### config.mk
export PLATFORM = sky130hd
export DESIGN_NAME = register_file
export DESIGN_NICKNAME = d
export VERILOG_FILES = /design/src/rtl/riscv_pkg.sv /design/src/rtl/register_scoreboard.sv /design/src/rtl/register_file.sv
export SDC_FILE = /design/constraint.sdc
export NUM_CORES = 2
export LEC_CHECK = 0
export CAP_MARGIN = 20
export CELL_PAD_IN_SITES_DETAIL_PLACEMENT = 0
export CELL_PAD_IN_SITES_GLOBAL_PLACEMENT = 2
export CORE_UTILIZATION = 50
export CTS_CLUSTER_SIZE = 12
export DETAILED_ROUTE_END_ITERATION = 8
export MAX_ROUTING_LAYER = met4
export PLACE_DENSITY = 0.89
export SKIP_CTS_REPAIR_TIMING = 1
export SYNTH_ARGS = -nofsm -noshare
export SYNTH_HDL_FRONTEND = slang
export SYNTH_SLANG_ARGS = --single-unit
### constraint.sdc
create_clock -name clk -period 5.84 [get_ports clk]
set_input_delay 1.46 -clock clk [delete_from_list [all_inputs] [get_ports clk]]
set_output_delay 1.46 -clock clk [all_outputs]
set_load 0.02 [all_outputs]
### src/rtl/riscv_pkg.sv
// -----------------------------------------------------------------------------
// riscv_pkg
// Shared constants for the RV64 integer datapath.
//   XLEN       : integer register / datapath width
//   REG_ADDR_W : architectural register index width
//   NREGS      : number of architectural integer registers
//   REG_ZERO   : index of the hard-wired zero register x0
// -----------------------------------------------------------------------------
package riscv_pkg;

    localparam int XLEN       = 64;
    localparam int REG_ADDR_W = 5;
    localparam int NREGS      = 32;
    localparam int REG_ZERO   = 0;

endpackage : riscv_pkg

### src/rtl/register_scoreboard.sv
// -----------------------------------------------------------------------------
// register_scoreboard
// One pending bit per architectural register. A bit is set when a producer
// for that register issues and cleared when its result is written back.
// The two ready lookups are combinational and include the same-cycle
// writeback bypass term.
//
// Ports:
//   clk, rst_n        clock, asynchronous active-low reset
//   issueEn, issueRd  issuing instruction and its destination
//   wrEn, wrAddr      writeback strobe and destination
//   rs1Addr, rs2Addr  operand indices being looked up
//   rs1Ready, rs2Ready operand value is architecturally current
// -----------------------------------------------------------------------------
module register_scoreboard
    import riscv_pkg::*;
#(
    parameter int NREGS  = riscv_pkg::NREGS,
    parameter int ADDR_W = riscv_pkg::REG_ADDR_W
) (
    input  logic              clk,
    input  logic              rst_n,
    input  logic              issueEn,
    input  logic [ADDR_W-1:0] issueRd,
    input  logic              wrEn,
    input  logic [ADDR_W-1:0] wrAddr,
    input  logic [ADDR_W-1:0] rs1Addr,
    input  logic [ADDR_W-1:0] rs2Addr,
    output logic              rs1Ready,
    output logic              rs2Ready
);

    localparam logic [ADDR_W-1:0] ZERO_IDX = ADDR_W'(REG_ZERO);

    logic [NREGS-1:0] pending;

    logic issue_vld;
    logic wr_vld;

    assign issue_vld = issueEn && (issueRd != ZERO_IDX);
    assign wr_vld    = wrEn    && (wrAddr  != ZERO_IDX);

    // The set is written after the clear so that a register issued and
    // written back in the same cycle stays pending: the new producer is
    // still outstanding.
    always_ff @(posedge clk or negedge rst_n) begin
        if (!rst_n) begin
            pending <= '0;
        end else begin
            if (wr_vld)
                pending[wrAddr] <= 1'b0;
            if (issue_vld)
                pending[issueRd] <= 1'b1;
        end
    end

    // A register is ready if it is x0, has no outstanding producer, or is
    // being written back this very cycle (the data port bypasses it).
    assign rs1Ready = (rs1Addr == ZERO_IDX) || !pending[rs1Addr] ||
                      (wrEn && (wrAddr == rs1Addr));
    assign rs2Ready = (rs2Addr == ZERO_IDX) || !pending[rs2Addr] ||
                      (wrEn && (wrAddr == rs2Addr));

endmodule : register_scoreboard

### src/rtl/register_file.sv
// -----------------------------------------------------------------------------
// register_file
// RV64 integer register file with write-first read bypass and a pending-write
// scoreboard. Its read ports feed the ALU X and Y operand paths.
//
// Ports:
//   clk, rst_n         clock, asynchronous active-low reset
//   rs1Addr, rs2Addr   read indices
//   rs1Data, rs2Data   combinational read data (x0 reads 0, writeback bypassed)
//   wrEn, wrAddr,
//   wrData             writeback port; writes to x0 are dropped
//   issueEn, issueRd   issuing instruction destination (marks register pending)
//   rs1Ready, rs2Ready operand is architecturally current
//   hazard             at least one operand is not ready
//
// ADDR_W must satisfy 2**ADDR_W == NREGS.
// -----------------------------------------------------------------------------
module register_file
    import riscv_pkg::*;
#(
    parameter int XLEN   = riscv_pkg::XLEN,
    parameter int NREGS  = riscv_pkg::NREGS,
    parameter int ADDR_W = riscv_pkg::REG_ADDR_W
) (
    input  logic              clk,
    input  logic              rst_n,
    input  logic [ADDR_W-1:0] rs1Addr,
    input  logic [ADDR_W-1:0] rs2Addr,
    output logic [XLEN-1:0]   rs1Data,
    output logic [XLEN-1:0]   rs2Data,
    input  logic              wrEn,
    input  logic [ADDR_W-1:0] wrAddr,
    input  logic [XLEN-1:0]   wrData,
    input  logic              issueEn,
    input  logic [ADDR_W-1:0] issueRd,
    output logic              rs1Ready,
    output logic              rs2Ready,
    output logic              hazard
);

    localparam logic [ADDR_W-1:0] ZERO_IDX = ADDR_W'(REG_ZERO);

    logic [XLEN-1:0] regs [NREGS];

    // Writeback. x0 is never written, so it stays at its reset value of 0.
    always_ff @(posedge clk or negedge rst_n) begin
        if (!rst_n) begin
            for (int i = 0; i < NREGS; i++)
                regs[i] <= '0;
        end else if (wrEn && (wrAddr != ZERO_IDX)) begin
            regs[wrAddr] <= wrData;
        end
    end

    // Read ports: x0 masking takes priority over the write-first bypass.
    always_comb begin
        rs1Data = regs[rs1Addr];
        if (rs1Addr == ZERO_IDX)
            rs1Data = '0;
        else if (wrEn && (wrAddr == rs1Addr))
            rs1Data = wrData;
    end

    always_comb begin
        rs2Data = regs[rs2Addr];
        if (rs2Addr == ZERO_IDX)
            rs2Data = '0;
        else if (wrEn && (wrAddr == rs2Addr))
            rs2Data = wrData;
    end

    register_scoreboard #(
        .NREGS  (NREGS),
        .ADDR_W (ADDR_W)
    ) u_scoreboard (
        .clk      (clk),
        .rst_n    (rst_n),
        .issueEn  (issueEn),
        .issueRd  (issueRd),
        .wrEn     (wrEn),
        .wrAddr   (wrAddr),
        .rs1Addr  (rs1Addr),
        .rs2Addr  (rs2Addr),
        .rs1Ready (rs1Ready),
        .rs2Ready (rs2Ready)
    );

    assign hazard = ~(rs1Ready & rs2Ready);

endmodule : register_file

== Word-level counts from Yosys, hierarchy flattened ==
Index checks and enable logic that the tools add are counted.

* Add/sub/neg operators: 0
* Divide/modulo/power cells: 0
* Bitwise operators: 8
* $mul: 0
* Reduce and logical (&&, ||, !) cells: 17
* Equality and inequality tests: 2
* Shift operators: 0
* $lt $le $gt $ge: 10
* Mux-type cells: 23

{| class="wikitable"
|+ Operator list
! cell !! count
|-
| $bwmux W2048 || 1
|-
| $bmux W64 S5 || 2
|-
| $mux W64 || 9
|-
| $demux W64 S5 || 1
|-
| $mux W32 || 2
|-
| $and A32 B32 Y32 || 1
|-
| $not A32 Y32 || 1
|-
| $or A32 B32 Y32 || 1
|-
| $lt A5 B6 Y1 const B || 4
|-
| $ge A6 B6 Y1 const B || 3
|-
| $not A5 Y6 || 3
|-
| $bmux W1 S5 || 2
|-
| $demux W1 S5 || 2
|-
| $eq A5 B5 Y1 || 2
|-
| $ge A5 B1 Y1 const B || 2
|-
| $logic_not A5 Y1 || 2
|-
| $reduce_bool A5 Y1 || 2
|-
| $logic_and A1 B1 Y1 || 7
|-
| $lt A6 B1 Y1 const B || 1
|-
| $logic_or A1 B1 Y1 || 4
|-
| $mux W1 || 4
|-
| $logic_not A1 Y1 || 2
|-
| $and A1 B1 Y1 || 1
|-
| $not A1 Y1 || 1
|}

* Bits of input ports: 88
* Memories: 0
* Bits in read-only memories: 0
* Latch bits: 0
* Register bits after elaboration: 2,080
* Output and inout port bits: 131
* Logic and storage cells: 93
* Bits in writable memories: 0

== Longest topological paths before layout ==
* Depth in word-level cells: 9
* Mapped depth: 10
* Depth with buffers taken out: 5

== By module ==
From an unflattened synthesis, not the netlist that was laid out.

* Cell total of the unflattened synthesis: 7,811
* Area, all modules: 111,821.0 um2

{| class="wikitable"
|+ Modules (own cells, without submodules)
! module !! times used !! area each (um2) !! seq. area each (um2) !! cells an instance
|-
| register_file || 1 || 109,750.3 || 51,249.2 || 7,615
|-
| register_scoreboard || 1 || 2,070.7 || 775.7 || 196
|}

== Worst setup path before layout ==
OpenSTA, ideal clock, no wires.

* Kind: input -> output
* Start point: in rs1Addr[1]
* End point: out rs1Data[47]
* Path slack: 1.163 ns
* Arrival: 3.217 ns
* Stages: 9
* Required time: 4.380 ns
* Path buffers: 5
* Cell sequence: buf_2 buf_4 buf_2 buf_2 buf_2 a22oi_1 a21oi_1 nor2_1 o31ai_1

* Word-level cells in the longest chain between the ends: 6
* Elaborated cells on any way between the ends: 9
* Those cells by class: 1 x eq/ne; 5 x mux; 1 x bitwise; 2 x reduce/logical

{| class="wikitable"
|+ RTL lines
! item !! line !! RTL
|-
| start: declaration || register_file.sv:27 || <nowiki>input logic [ADDR_W-1:0] rs1Addr,</nowiki>
|-
| $not A5 Y6 (not written as such) || register_file.sv:57 || <nowiki>rs1Data = regs[rs1Addr];</nowiki>
|-
| $bmux W64 S5 || register_file.sv:57 ||
|-
| $mux W64 (not written as such) (2 in series) || register_file.sv:57 ||
|-
| $mux W64 || register_file.sv:60 || <nowiki>else if (wrEn && (wrAddr == rs1Addr))</nowiki>
|-
| $mux W64 * || register_file.sv:58 || <nowiki>if (rs1Addr == ZERO_IDX)</nowiki>
|-
| end: declaration || register_file.sv:29 || <nowiki>output logic [XLEN-1:0] rs1Data,</nowiki>
|}

Every way passes the cells marked *; elsewhere a longest branch is shown, timed or not. The select of a mux whose other input is x is not followed.

== Worst setup path in the final report ==
* Start point: in rs2Addr[3]
* End point: out hazard

* Word-level cells in the longest chain between the ends: 7
* Elaborated cells on any way between the ends: 10
* Those cells by class: 1 x eq/ne; 2 x mux; 2 x bitwise; 5 x reduce/logical

{| class="wikitable"
|+ RTL lines
! item !! line !! RTL
|-
| start: declaration || register_file.sv:28 || <nowiki>input logic [ADDR_W-1:0] rs2Addr,</nowiki>
|-
| $bmux W1 S5 || register_scoreboard.sv:61 || <nowiki>assign rs2Ready = (rs2Addr == ZERO_IDX) || !pending[rs2Addr] ||</nowiki>
|-
| $mux W1 (not written as such) || register_scoreboard.sv:61 ||
|-
| $logic_not A1 Y1 || register_scoreboard.sv:61 ||
|-
| $logic_or A1 B1 Y1 || register_scoreboard.sv:61 ||
|-
| $logic_or A1 B1 Y1 * || register_scoreboard.sv:61 ||
|-
| $and A1 B1 Y1 * || register_file.sv:88 || <nowiki>assign hazard = ~(rs1Ready & rs2Ready);</nowiki>
|-
| $not A1 Y1 * || register_file.sv:88 ||
|-
| end: declaration || register_file.sv:38 || <nowiki>output logic hazard</nowiki>
|}

Marks and branches as above.

==> flow_metrics.py <==
metrics = {
    "global_routing": {
        "grt_pass1_vias": 77240,
        "grt_pass1_wl_mm": 539.1,
        "antenna_found_initial": 20,
        "overflow": 0,
        "track_usage_pct": 33.94,
        "grt_max_degree": 178,
    },
    "sta": {
        "timing.slew.headroom_pct": 25.01,
        "hold_viol": 0,
        "period_needed_ns": 5.854,
        "rsz0062_at_grt": "no",
        "worst_slack_ns": -0.01365,
        "fin_skew_ns": 0,
        "finalSetupViolCount": 4,
        "slew_viol_final": 0,
        "fmax_mhz": 170.8,
        "finalCritPeriodShare_pct": 100.2,
        "worst_slew_pin_slew_ns": 1.125,
    },
    "pwr": {
        "power.density_nw_per_um2": 335.6,
        "power.internal_w": 0.03038,
        "p_switching_w": 0.01189,
        "pwr-share-comb_pct": 21.3,
        "seq_power_share_pct": 45.4,
        "clkPwrFrac_pct": 33.3,
        "p_leak_nw": 54.79,
        "max-vdd-ir-drop_uv": 268.9,
        "finalPower_w": 0.04226,
        "swShare_pct": 28.12,
    },
    "yosys": {
        "synth.distinct_cells": 63,
        "synth_cells": 7708,
        "synth_area_um2": 111100,
        "ys_seq_area_share_pct": 46.86,
        "avgSynthCellArea_um2": 14.41,
        "ys_ff_latch": 2080,
        "yosys_warnings": 0,
        "synthFlopType": "dfrtp_1",
        "synth_nets": 7796,
        "synthArstFlopShare_pct": 100.0,
        "synth_edf_count": 0,
    },
    "min_path": {
        "hold_end": "regs[2010]",
        "hold_start": "regs[2010]",
        "min_delay_path_depth": 0,
        "min_path_type": "reg2reg",
    },
    "setup_path": {
        "cp_max_fo": 36,
        "r2r-start": "regs[1936]",
        "cp-end-kind": "output port",
        "r2r_slack_ns": 5.02,
        "path_class": "in2out",
        "cp.required_ns": 4.38,
        "cp_data_arrival_time_ns": 4.39,
        "rr_endpoint": "regs[1936]",
        "start_kind": "input pin",
        "ff2ff_path_depth": 1,
    },
    "run": {
        "maxCapViolations": 0,
    },
    "clocking": {
        "clk_pin_slew_ns": 0.06,
        "clock_latency_ns": 0.90,
        "cts_sinks": 2080,
        "cts_buffers": 218,
        "cts_max_path_buffers": 3,
        "cts_max_level": 4,
        "tritoncts": "done",
        "clock-root-buffer": "clkbuf_16",
    },
    "drt": {
        "wl_per_cell_um": 34.01,
        "drt_iter0_drc": 8617,
        "first_pass_iters": 6,
        "ant_nets": 0,
        "drcViolationCount": 0,
        "num_vias": 75270,
        "wl_mm": 369.9,
        "routed_via_density": 6.920,
    },
    "placement": {
        "gp_congestion": 0.8676,
        "dp.cells": 10460,
        "hpwl_mm": 220.5,
        "io_buffers": 218,
    },
    "run_status": {
        "status": "finished with violations",
        "violations": "negative setup slack",
    },
    "finish": {
        "stdcell_count": 10880,
        "nets": 7815,
        "syn_to_final_growth_pct": 13.39,
        "drive_gt1_share_pct": 47.65,
    },
    "floorplanning": {
        "coreArea_um2": 220200,
        "boundaryPins": 219,
        "die_x_um": 473.3,
        "num_rows": 172,
        "die-area_um2": 224000,
        "die_y_um": 473.3,
        "start_util_pct": 50.45,
    },
}
[metal layers]
metal  global-route usage (%)  share of wire, %  up-vias
li1                         -                 -    29820
met1                    44.52                40    40660
met2                    51.30                47     3848
met3                    6.815               8.7      939
met4                    14.97               4.9        0
met5                        -                 0        -
[layout make-up]
cell class                 count  area [um^2]
clock inverter                51        635.6
sequential                  2080        52050
clock buffer                 342         6551
timing repair buffer         711         7843
inverter                       8        42.54
fill                       17120        94220
tap                         2958         3701
multi-input combinational   4708        55070
antenna                       18        45.04
[synthesized netlist by cell type, types with 85 or more instances]
| library cell | number | area share (%) |
|---|---|---|
| nand3_1 | 110 | 0.50 |
| a221oi_1 | 86 | 0.68 |
| mux2i_1 | 415 | 3.7 |
| nand2_1 | 203 | 0.69 |
| buf_2 | 271 | 1.2 |
| mux2_2 | 1985 | 20 |
| o21ai_0 | 130 | 0.59 |
| a22oi_1 | 125 | 0.84 |
| o211ai_1 | 85 | 0.57 |
| mux4_2 | 848 | 17 |
| o22ai_1 | 138 | 0.78 |
| clkbuf_1 | 498 | 1.7 |
| dfrtp_1 | 2080 | 47 |
[worst max path at each step]
stage               start     endpoint  slack [ns]  cells after the start
4_1_cts         wrAddr[2]  rs1Data[22]       -0.22                     10
3_3_place_gp    wrAddr[2]  rs1Data[54]       -0.18                     10
2_1_floorplan  rs1Addr[1]  rs1Data[47]        1.16                      9
5_1_grt         wrAddr[3]  rs1Data[15]       0.005                      9
6_report       rs2Addr[3]       hazard       -0.01                      9
3_5_place_dp    wrAddr[2]  rs1Data[22]       -0.19                     10
[per-stage QoR]
step | hold WS, ns | TNS (ns) | util [%] | area, um^2 | worst slack, ns
6_report | 0.3955 | -0.03857 | 57.20 | 125900 | -0.01365
5_1_grt | 0.4024 | 0 | 57.20 | 125900 | 0.005098
4_1_cts | 0.3963 | -2.578 | 57.12 | 125800 | -0.2161
3_5_place_dp | 0.3827 | -1.613 | 53.86 | 118600 | -0.1933
3_3_place_gp | 0.3765 | -1.341 | 53.85 | 118600 | -0.1766
2_1_floorplan | 0.4413 | 0 | - | 111100 | 1.163
[state kept, by name, indices dropped and copies added, names as in the netlist]
signal / count
u_scoreboard.pending: 32
regs: 2048
[power groups by stage]
stage / Sequential, W / Combinational (W) / Clock (W)
final: 0.0192 / 0.00902 / 0.0141
after global routing: 0.0195 / 0.00958 / 0.0148
after CTS: 0.0191 / 0.00902 / 0.0142
after detailed placement: 0.0193 / 0.00898 / 0
after global placement: 0.0190 / 0.00877 / 0
after floorplan: 0.0187 / 0.00657 / 0
[critical path, stage by stage]
cell	delay, ns
buf_2	0.24
buf_4	0.26
inv_6	0.17
buf_12	0.33
nand2_1	0.13
a32oi_1	0.55
nand3_1	0.40
o21ai_0	0.17
clkdlybuf4s50_1	0.63
[placed cells by master (no fill, tap or decap), types with 130 or more instances in the layout]
cell type / netlist / final
mux2i_1: 415 / 415
o21ai_0: 130 / 130
buf_4: 71 / 371
buf_12: 0 / 154
o22ai_1: 138 / 138
clkbuf_16: 0 / 219
dfrtp_1: 2080 / 2080
nand2_1: 203 / 184
mux4_2: 848 / 848
mux2_2: 1985 / 1985
clkdlybuf4s50_1: 0 / 159
[logic make-up (layout without fill, tap and decap cells)]
family	after synthesis	in the layout	share of synthesized area [%]
xor+xnor	10	10	0.07886
flops	2080	2080	46.86
simple gates	609	609	2.707
mux	3254	3254	41.12
buf+inv	920	1112	3.857
other cells	0	18	0
compound gates	835	835	5.369
(Power assumes the default switching activity.)
